[src/rtl/pixel_stream_tx.sv]
// Camera-side byte-stream generator: 16-bit pixels in over valid/ready, out as an
// HS/VS-gated byte bus with a divided PCLK and fixed line/frame timing.
module pixel_stream_tx #(
  parameter int unsigned H_ACTIVE = 640,
  parameter int unsigned H_BLANK  = 144,
  parameter int unsigned V_SYNC   = 3,
  parameter int unsigned V_ACTIVE = 480,
  parameter int unsigned V_BLANK  = 10,
  parameter int unsigned BYTE_CYC = 5
) (
  input  logic        clk_50M,
  input  logic        rst,
  input  logic        En,
  input  logic [15:0] Pixel_In,
  input  logic        Pix_Valid,
  output logic        Pix_Ready,
  output logic [7:0]  Out_Data,
  output logic        HS,
  output logic        VS,
  output logic        PCLK,
  output logic        Frame_Done,
  output logic        Underrun
);

  localparam int unsigned ACT_SLOTS   = 2 * H_ACTIVE;
  localparam int unsigned LINE_SLOTS  = ACT_SLOTS + H_BLANK;
  localparam int unsigned FRAME_LINES = V_SYNC + V_ACTIVE + V_BLANK;
  localparam int unsigned PCLK_LOW    = BYTE_CYC / 2;

  localparam int unsigned SLOT_W = $clog2(BYTE_CYC) + 1;
  localparam int unsigned BYTE_W = $clog2(LINE_SLOTS) + 1;
  localparam int unsigned LINE_W = $clog2(FRAME_LINES) + 1;

  localparam logic [SLOT_W-1:0] SLOT_LAST  = SLOT_W'(BYTE_CYC - 1);
  localparam logic [SLOT_W-1:0] SLOT_RISE  = SLOT_W'(PCLK_LOW);
  localparam logic [BYTE_W-1:0] BYTE_LAST  = BYTE_W'(LINE_SLOTS - 1);
  localparam logic [BYTE_W-1:0] BYTE_ACT   = BYTE_W'(ACT_SLOTS);
  localparam logic [BYTE_W-1:0] BYTE_ACT_L = BYTE_W'(ACT_SLOTS - 1);
  localparam logic [LINE_W-1:0] LINE_SYNC  = LINE_W'(V_SYNC - 1);
  localparam logic [LINE_W-1:0] LINE_ACT_F = LINE_W'(V_SYNC);
  localparam logic [LINE_W-1:0] LINE_ACT_L = LINE_W'(V_SYNC + V_ACTIVE - 1);
  localparam logic [LINE_W-1:0] LINE_LAST  = LINE_W'(FRAME_LINES - 1);

  typedef enum logic [1:0] {
    ST_IDLE   = 2'd0,
    ST_SYNC   = 2'd1,
    ST_ACTIVE = 2'd2,
    ST_BLANK  = 2'd3
  } state_t;

  state_t            state_q, state_d;
  logic [SLOT_W-1:0] slot_q, slot_d;
  logic [BYTE_W-1:0] byte_q, byte_d;
  logic [LINE_W-1:0] line_q, line_d;
  logic [15:0]       hold_q, hold_d;
  logic              underrun_q, underrun_d;
  logic              end_slot, end_line;

  logic [7:0]        data_q, data_d;
  logic              hs_q, hs_d;
  logic              vs_q, vs_d;
  logic              pclk_q, pclk_d;
  logic              rdy_q, rdy_d;
  logic              done_q, done_d;
  logic              running_d, line_act_d, pre_act_d;
  logic [LINE_W-1:0] line_nx_d;

  // Sequencer: slot/byte/line counters and frame state
  always_comb begin
    state_d    = state_q;
    slot_d     = slot_q;
    byte_d     = byte_q;
    line_d     = line_q;
    hold_d     = hold_q;
    underrun_d = underrun_q;
    end_slot   = (slot_q == SLOT_LAST);
    end_line   = end_slot && (byte_q == BYTE_LAST);

    case (state_q)
      ST_IDLE: begin
        slot_d = '0;
        byte_d = '0;
        line_d = '0;
        if (En) begin
          state_d    = ST_SYNC;
          underrun_d = 1'b0;
        end
      end
      default: begin
        slot_d = end_slot ? '0 : slot_q + SLOT_W'(1);
        if (end_slot) begin
          byte_d = (byte_q == BYTE_LAST) ? '0 : byte_q + BYTE_W'(1);
        end
        if (end_line) begin
          line_d = (line_q == LINE_LAST) ? '0 : line_q + LINE_W'(1);
          case (state_q)
            ST_SYNC:   if (line_q == LINE_SYNC)  state_d = ST_ACTIVE;
            ST_ACTIVE: if (line_q == LINE_ACT_L) state_d = ST_BLANK;
            ST_BLANK:  if (line_q == LINE_LAST)  state_d = En ? ST_SYNC : ST_IDLE;
            default:   state_d = state_q;
          endcase
        end
      end
    endcase

    // Pixel handshake completes on the edge ending a Pix_Ready cycle; timing never stalls
    if (rdy_q) begin
      hold_d = Pix_Valid ? Pixel_In : 16'h0000;
      if (!Pix_Valid) begin
        underrun_d = 1'b1;
      end
    end
  end

  // Output values for the upcoming cycle, derived from the next counter state
  always_comb begin
    running_d  = (state_d != ST_IDLE);
    line_nx_d  = line_d + LINE_W'(1);
    line_act_d = (line_d >= LINE_ACT_F) && (line_d <= LINE_ACT_L);
    pre_act_d  = (line_nx_d >= LINE_ACT_F) && (line_nx_d <= LINE_ACT_L);
    hs_d       = (state_d == ST_ACTIVE) && (byte_d < BYTE_ACT);
    vs_d       = (state_d == ST_SYNC);
    pclk_d     = running_d && (slot_d >= SLOT_RISE);
    rdy_d      = running_d && (slot_d == SLOT_LAST) &&
                 ((line_act_d && byte_d[0] && (byte_d < BYTE_ACT_L)) ||
                  (pre_act_d && (byte_d == BYTE_LAST)));
    done_d     = (state_d == ST_BLANK) && (slot_d == SLOT_LAST) &&
                 (byte_d == BYTE_LAST) && (line_d == LINE_LAST);

    data_d = 8'h00;
    if (running_d) begin
      if (slot_d != '0) begin
        data_d = data_q;
      end else if (hs_d) begin
        if (byte_d[0]) begin
          data_d = hold_q[15:8];
        end else begin
          data_d = (rdy_q && Pix_Valid) ? Pixel_In[7:0] : 8'h00;
        end
      end
    end
  end

  always_ff @(posedge clk_50M or negedge rst) begin
    if (!rst) begin
      state_q    <= ST_IDLE;
      slot_q     <= '0;
      byte_q     <= '0;
      line_q     <= '0;
      hold_q     <= 16'h0000;
      underrun_q <= 1'b0;
      data_q     <= 8'h00;
      hs_q       <= 1'b0;
      vs_q       <= 1'b0;
      pclk_q     <= 1'b0;
      rdy_q      <= 1'b0;
      done_q     <= 1'b0;
    end else begin
      state_q    <= state_d;
      slot_q     <= slot_d;
      byte_q     <= byte_d;
      line_q     <= line_d;
      hold_q     <= hold_d;
      underrun_q <= underrun_d;
      data_q     <= data_d;
      hs_q       <= hs_d;
      vs_q       <= vs_d;
      pclk_q     <= pclk_d;
      rdy_q      <= rdy_d;
      done_q     <= done_d;
    end
  end

  assign Pix_Ready  = rdy_q;
  assign Out_Data   = data_q;
  assign HS         = hs_q;
  assign VS         = vs_q;
  assign PCLK       = pclk_q;
  assign Frame_Done = done_q;
  assign Underrun   = underrun_q;

endmodule

[config.mk]
export PLATFORM = sky130hd
export DESIGN_NAME = pixel_stream_tx
export DESIGN_NICKNAME = d
export VERILOG_FILES = /design/src/rtl/pixel_stream_tx.sv
export SDC_FILE = /design/constraint.sdc
export NUM_CORES = 1
export LEC_CHECK = 0
export BUFFER_PORTS_ARGS = -buffer_cell sky130_fd_sc_hd__buf_4
export CAP_MARGIN = 20
export CORE_MARGIN = 1
export CORE_UTILIZATION = 30
export CTS_CLUSTER_SIZE = 20
export DETAILED_ROUTE_END_ITERATION = 10
export HOLD_SLACK_MARGIN = 0.03
export PLACE_DENSITY = 0.5
export SYNTH_ARGS = -nofsm -noshare
export SYNTH_HDL_FRONTEND = slang
export SYNTH_SLANG_ARGS = --single-unit
[constraint.sdc]
create_clock -name clk_50M -period 3.8 [get_ports clk_50M]
set_input_delay 0.76 -clock clk_50M [delete_from_list [all_inputs] [get_ports clk_50M]]
set_output_delay 0.76 -clock clk_50M [all_outputs]
set_load 0.03 [all_outputs]
After elaboration in Yosys (flattened, before gate mapping)
Cells that the tools add are included.

Add/subtract/negate cells: 4. Order comparisons: 7. Mux-type cells: 26. Reductions and logical operators: 18. Equal/unequal tests: 15.

Operators with widths (number): 8-bit two-way mux (5); 12-bit two-way mux (3); 10-bit by 9-bit == test with 1-bit output, second input constant (3); 10-bit two-way mux (3); 12-bit by 11-bit == test with 1-bit output, second input constant (2); 12-bit by 11-bit less-than comparator with 1-bit output, second input constant (2); 10-bit by 1-bit adder with 10-bit output, second input constant (2); 10-bit by 2-bit >= comparator with 1-bit output, second input constant (2); 10-bit by 9-bit less-or-equal comparator with 1-bit output, second input constant (2); 16-bit two-way mux (1); 1-bit logical AND (14); 12-bit by 1-bit adder with 12-bit output, second input constant (1); 2-bit two-way mux (6); 10-bit by 2-bit == test with 1-bit output, second input constant (1); 2-bit == test, second input constant (4); 4-bit by 3-bit == test with 1-bit output, second input constant (2); 4-bit two-way mux (2); 2-bit one-hot mux with 3 select lines (1); 1-bit two-way mux (5); 4-bit by 1-bit adder with 4-bit output, second input constant (1); 2-bit by 1-bit == test with 1-bit output, second input constant (2); 4-bit by 2-bit >= comparator with 1-bit output, second input constant (1); 4-bit nonzero test (1); 2-bit logical NOT (1); other kinds (3) (3).

Bits of input ports: 20. Output and inout bits: 14. Word-level logic and storage cells: 82. Bits in registers: 58.

Logic depth before layout (Yosys ltp)
Word-level depth: 10. Depth in mapped cells: 17. Gate-level depth less buffers: 15.

Worst setup path after synthesis
Ideal clock, no wire load.

Kind: register to register. Start point: reg slot_q[0]. End point: reg rdy_q, in the netlist Pix_Ready. Period minus slack after synthesis: 3272 ps. Buffers on the path: 2. Library setup time: 104 ps. Data required time: 3696 ps. Slack: 528 ps. Arrival time: 3169 ps. Cell stages (with the launch flop): 18. Path through: dfrtp_1 -> inv_1 -> ha_1 -> and3b_1 -> buf_2 -> nand4_4 -> buf_2 -> nor3_1 -> a21oi_1 -> or2_2 -> inv_1 -> ha_1 -> nand2_1 -> a211o_1 -> o211a_1 -> a31oi_1 -> a2111oi_2 -> o41ai_2.

Cells in the longest elaborated chain, start to end: 10. Elaborated cells between the ends (all ways): 28. Those cells by class: add/sub: 2; order compare: 5; eq/ne: 3; mux: 8; reduce/logical: 10.

Ends and longest elaborated chain: from (decl) (RTL line 52) `logic [SLOT_W-1:0] slot_q, slot_d;`; from (signal assigned) (RTL line 160) `slot_q <= slot_d;`; 4-bit by 3-bit == test with 1-bit output * (RTL line 76) `end_slot = (slot_q == SLOT_LAST);`; 1-bit logical AND * (RTL line 77) `end_line = end_slot && (byte_q == BYTE_LAST);`; 10-bit two-way mux * (RTL line 94) `if (end_line) begin`; 10-bit two-way mux * (RTL line 79) `case (state_q)`; net line_d[0] (RTL line 54) `logic [LINE_W-1:0] line_q, line_d;`; 10-bit by 1-bit adder with 10-bit output, or another cell as far along (RTL line 118) `line_nx_d = line_d + LINE_W'(1);`; 10-bit by 2-bit >= comparator with 1-bit output, or another cell as far along (RTL line 120) `pre_act_d = (line_nx_d >= LINE_ACT_F) && (line_nx_d <= LINE_ACT_L);`; 1-bit logical AND (on tied branches) (RTL line 120, 125); 1-bit logical AND (on tied branches) (RTL line 126, 125); 1-bit logical OR * (RTL line 125) `((line_act_d && byte_d[0] && (byte_d < BYTE_ACT_L)) ||`; 1-bit logical AND * (RTL line 124) `rdy_d = running_d && (slot_d == SLOT_LAST) &&`; net rdy_d (RTL line 63) `logic rdy_q, rdy_d;`; to (signal assigned) (RTL line 169) `rdy_q <= rdy_d;`; to (decl) (RTL line 63).

Mark *: on every way through the listed nets, which the timed path passes. The rest lies on a longest branch. A chain may end at the register's enable or synchronous reset.

Final worst setup path
Same ends and word-level chain as after synthesis.

==> run_results.csv <==
group,metric,value,unit
outcome,status,"complete, no violations",
floorplanning,start_util,30.83,%
synth,synth_flop_cell,"dfrtp_1",
routing,ant_nets,0,
worst_setup_path,crit_path_end_kind,"flip-flop",
cts,clk_latency,0.32,ns
synth,yosys_warnings,0,
worst_setup_path,crit_fanout,7,
worst_setup_path,required,4.02,ns
floorplanning,die_y,104.8,µm
placed_design,placed_cells,505,
routing,drt-vias-per-instance,5.207,
cts,cts_setup_buffers,0,
synth,syn_nets,380,
routing,detail_route.wl_per_cell,16.01,µm
flow_run,cap_viol_max_count,0,
cts,cts_sinks,50,
cells_and_area,drive_gt1_share,17.77,%
timing,setup_ws,0.2898,ns
cts,ctsHoldBuffers,0,
worst_setup_path,cp.arrival,3.73,ns
worst_setup_path,worstSetupStartpointType,"flip-flop",
cts,ctsResizeCount,0,
global_routing,grt_pass1_wl,13680,µm
synth,synth-seq-area-share,39.49,%
worst_setup_path,path_class,"flip-flop to flip-flop",
global_routing,grt_max_degree,51,
cts,cts_tree,"done",
synth,synth_area_per_cell,9.077,µm²
cells_and_area,area_growth,15.28,%
cts,root_buffer,"clkbuf_8",
cts,cts_max_path_buffers,2,
timing,finalSetupViolCount,0,
worst_setup_path,worstReg2RegEnd,"Pix_Ready",
synth,synth_cell_types,69,
global_routing,antenna_found_initial,0,
timing,drv_slew,0,
synth,netlist_area,3168,µm²
power_and_ir_drop,vdd_drop_max,156.5,µV
synth,synth_edf_count,0,
worst_hold_path,hp-class,"primary input to async pin",
synth,synth_top_cell_area_share,39.49,%
timing,rsz0062_at_grt,"false",
placed_design,dpl.hpwl,6096,µm
floorplanning,pin_count,34,
power_and_ir_drop,total_power,0.9716,mW
placed_design,place_congestion,0.8351,
routing,first_pass_iters,4,
timing,period_share,92.37,%
synth,synth_common_cells,"50 x dfrtp_1, 40 x nand2_1, 26 x nor2_1, 21 x inv_1",
synth,yosysTopAreaCell,"dfrtp_1",
synth,synthTopCellsByArea,"dfrtp_1 39%, nand2_1 4.7%, ha_1 4.3%",
floorplanning,dieArea,10970,µm²
timing,fmax,284.9,MHz
synth,netlist_instances,349,
timing,skew,0.006718,ns
cells_and_area,fin_util,35.54,%
global_routing,grt-ovfl-total,0,
timing,slew_headroom,55.66,%
floorplanning,dieWidth,104.8,µm
timing,setup_tns,0,ns
cts,htreeDepth,2,
routing,vias,2671,
timing,fin_crit,3.510,ns
placed_design,io_buffer_count,33,
routing,drc_errors,0,
power_and_ir_drop,power_density,266.0,nW/µm²
power_and_ir_drop,leakage,1.610,nW
worst_setup_path,r2r_slack,0.29,ns
synth,synth_most_common_cell,"dfrtp_1",
synth,synth_seq_cells,50,
global_routing,grt_pass1_vias,2617,
cts,clkTransAtPathRegs,0.11,ns
cells_and_area,nets,407,
timing,hold_violations,0,
global_routing,track_usage,15.82,%
floorplanning,core_region_area,10280,µm²
worst_setup_path,r2r-start,"slot_q[0]",
timing,worst_pin_slew,0.6651,ns
cells_and_area,fin_cells,513,
synth,ys_async_sr_fraction,100.0,%
placed_design,dp_slack,0.3508,ns
worst_setup_path,worst-r2r-cell-count,15,
routing,drtIter0Drc,227,
floorplanning,num_rows,37,
cells_and_area,antenna_cells,0,
routing,wl,8212,µm
cts,numCtsBuffers,5,
[stage by stage]
| stage | area [µm²] | hold WS (ns) |
|---|---|---|
| after detailed placement | 3535 | 0.4758 |
| after global routing | 3652 | 0.4999 |
| after floorplan | 3168 | 0.4644 |
| after CTS | 3652 | 0.5020 |
| final | 3652 | 0.4456 |
| after global placement | 3535 | 0.4623 |
[cell type report]
cell class	instances	area, µm²
clock buffer	5	68.82
clock inverter	3	48.80
fill	1073	6625
inverter	22	82.58
multi-input combinational	260	1753
sequential	50	1251
tap	136	170.2
timing repair buffer	37	277.8
[worst max-delay path by stage]
stage,from,end,slack [ns]
5_1_grt,slot_q[0],Pix_Ready,0.09
4_1_cts,slot_q[0],Pix_Ready,0.30
2_1_floorplan,slot_q[0],Pix_Ready,0.53
3_3_place_gp,slot_q[0],Pix_Ready,0.50
6_report,slot_q[0],Pix_Ready,0.29
3_5_place_dp,slot_q[0],Pix_Ready,0.35
[cells in the final DEF (no fill, tap or decap), drive strengths merged, types with 3 or more instances in the layout]
cell type and count:
nor4 4, and3 5, o41ai 4, dfrtp 50, xor2 8, nor2 27
or3 4, buf 37, nand3 15, a21oi 17, and2 4, nand4 9
ha 11, nor3 17, a31oi 4, o31ai 11, a21o 3, o21a 3
clkbuf 5, a22o 9, nor4b 3, nand2 40, and4b 3, inv 22
or2 7, o21ai 8, xnor2 12
[per-layer routing]
metal / track usage, % / routed length, µm / up-vias
li1: - / - / 1313
met3: 2.308 / 223 / 6
met1: 21.81 / 3989 / 1305
met5: 0 / 0 / -
met4: 3.521 / 72 / 0
met2: 26.16 / 3927 / 47
[worst max-delay path: stages (launching register included)]
cell,delay (ns)
dfrtp_1,0.42
inv_1,0.09
ha_1,0.19
and3b_1,0.38
nand4_4,0.17
nor2_1,0.19
a22oi_1,0.10
or2_2,0.33
inv_1,0.13
ha_1,0.27
nand2_1,0.12
a211o_1,0.31
o211a_1,0.12
a31oi_1,0.17
a2111oi_2,0.08
o41ai_2,0.35
[sequential cells by signal, indices dropped and copies added, names as in the netlist]
register    flops
Frame_Done      1
HS              1
Out_Data        8
PCLK            1
Pix_Ready       1
Underrun        1
VS              1
byte_q         12
hold_q          8
line_q         10
slot_q          4
state_q         2
[logic make-up (layout without fill, tap and decap cells)]
logic type,count (synthesis),after routing,synth area share [%]
DFF,50,50,39.49
and+or+nand+nor,152,152,27.13
adders and majority gates,11,11,4.344
muxes,2,2,0.6714
buffers and inverters,39,67,5.174
xor gates and xnor gates,20,20,5.529
AOI/OAI and AO/OA,75,75,17.65
[where the power goes]
part,leakage (nW),total [mW],internal (mW),switching [mW]
combinational,0.886,0.0289,0.0134,0.0155
clock,0.0563,0.410,0.201,0.209
sequential,0.667,0.533,0.532,0.000334
Note: power is estimated with default switching activity, not from simulation.
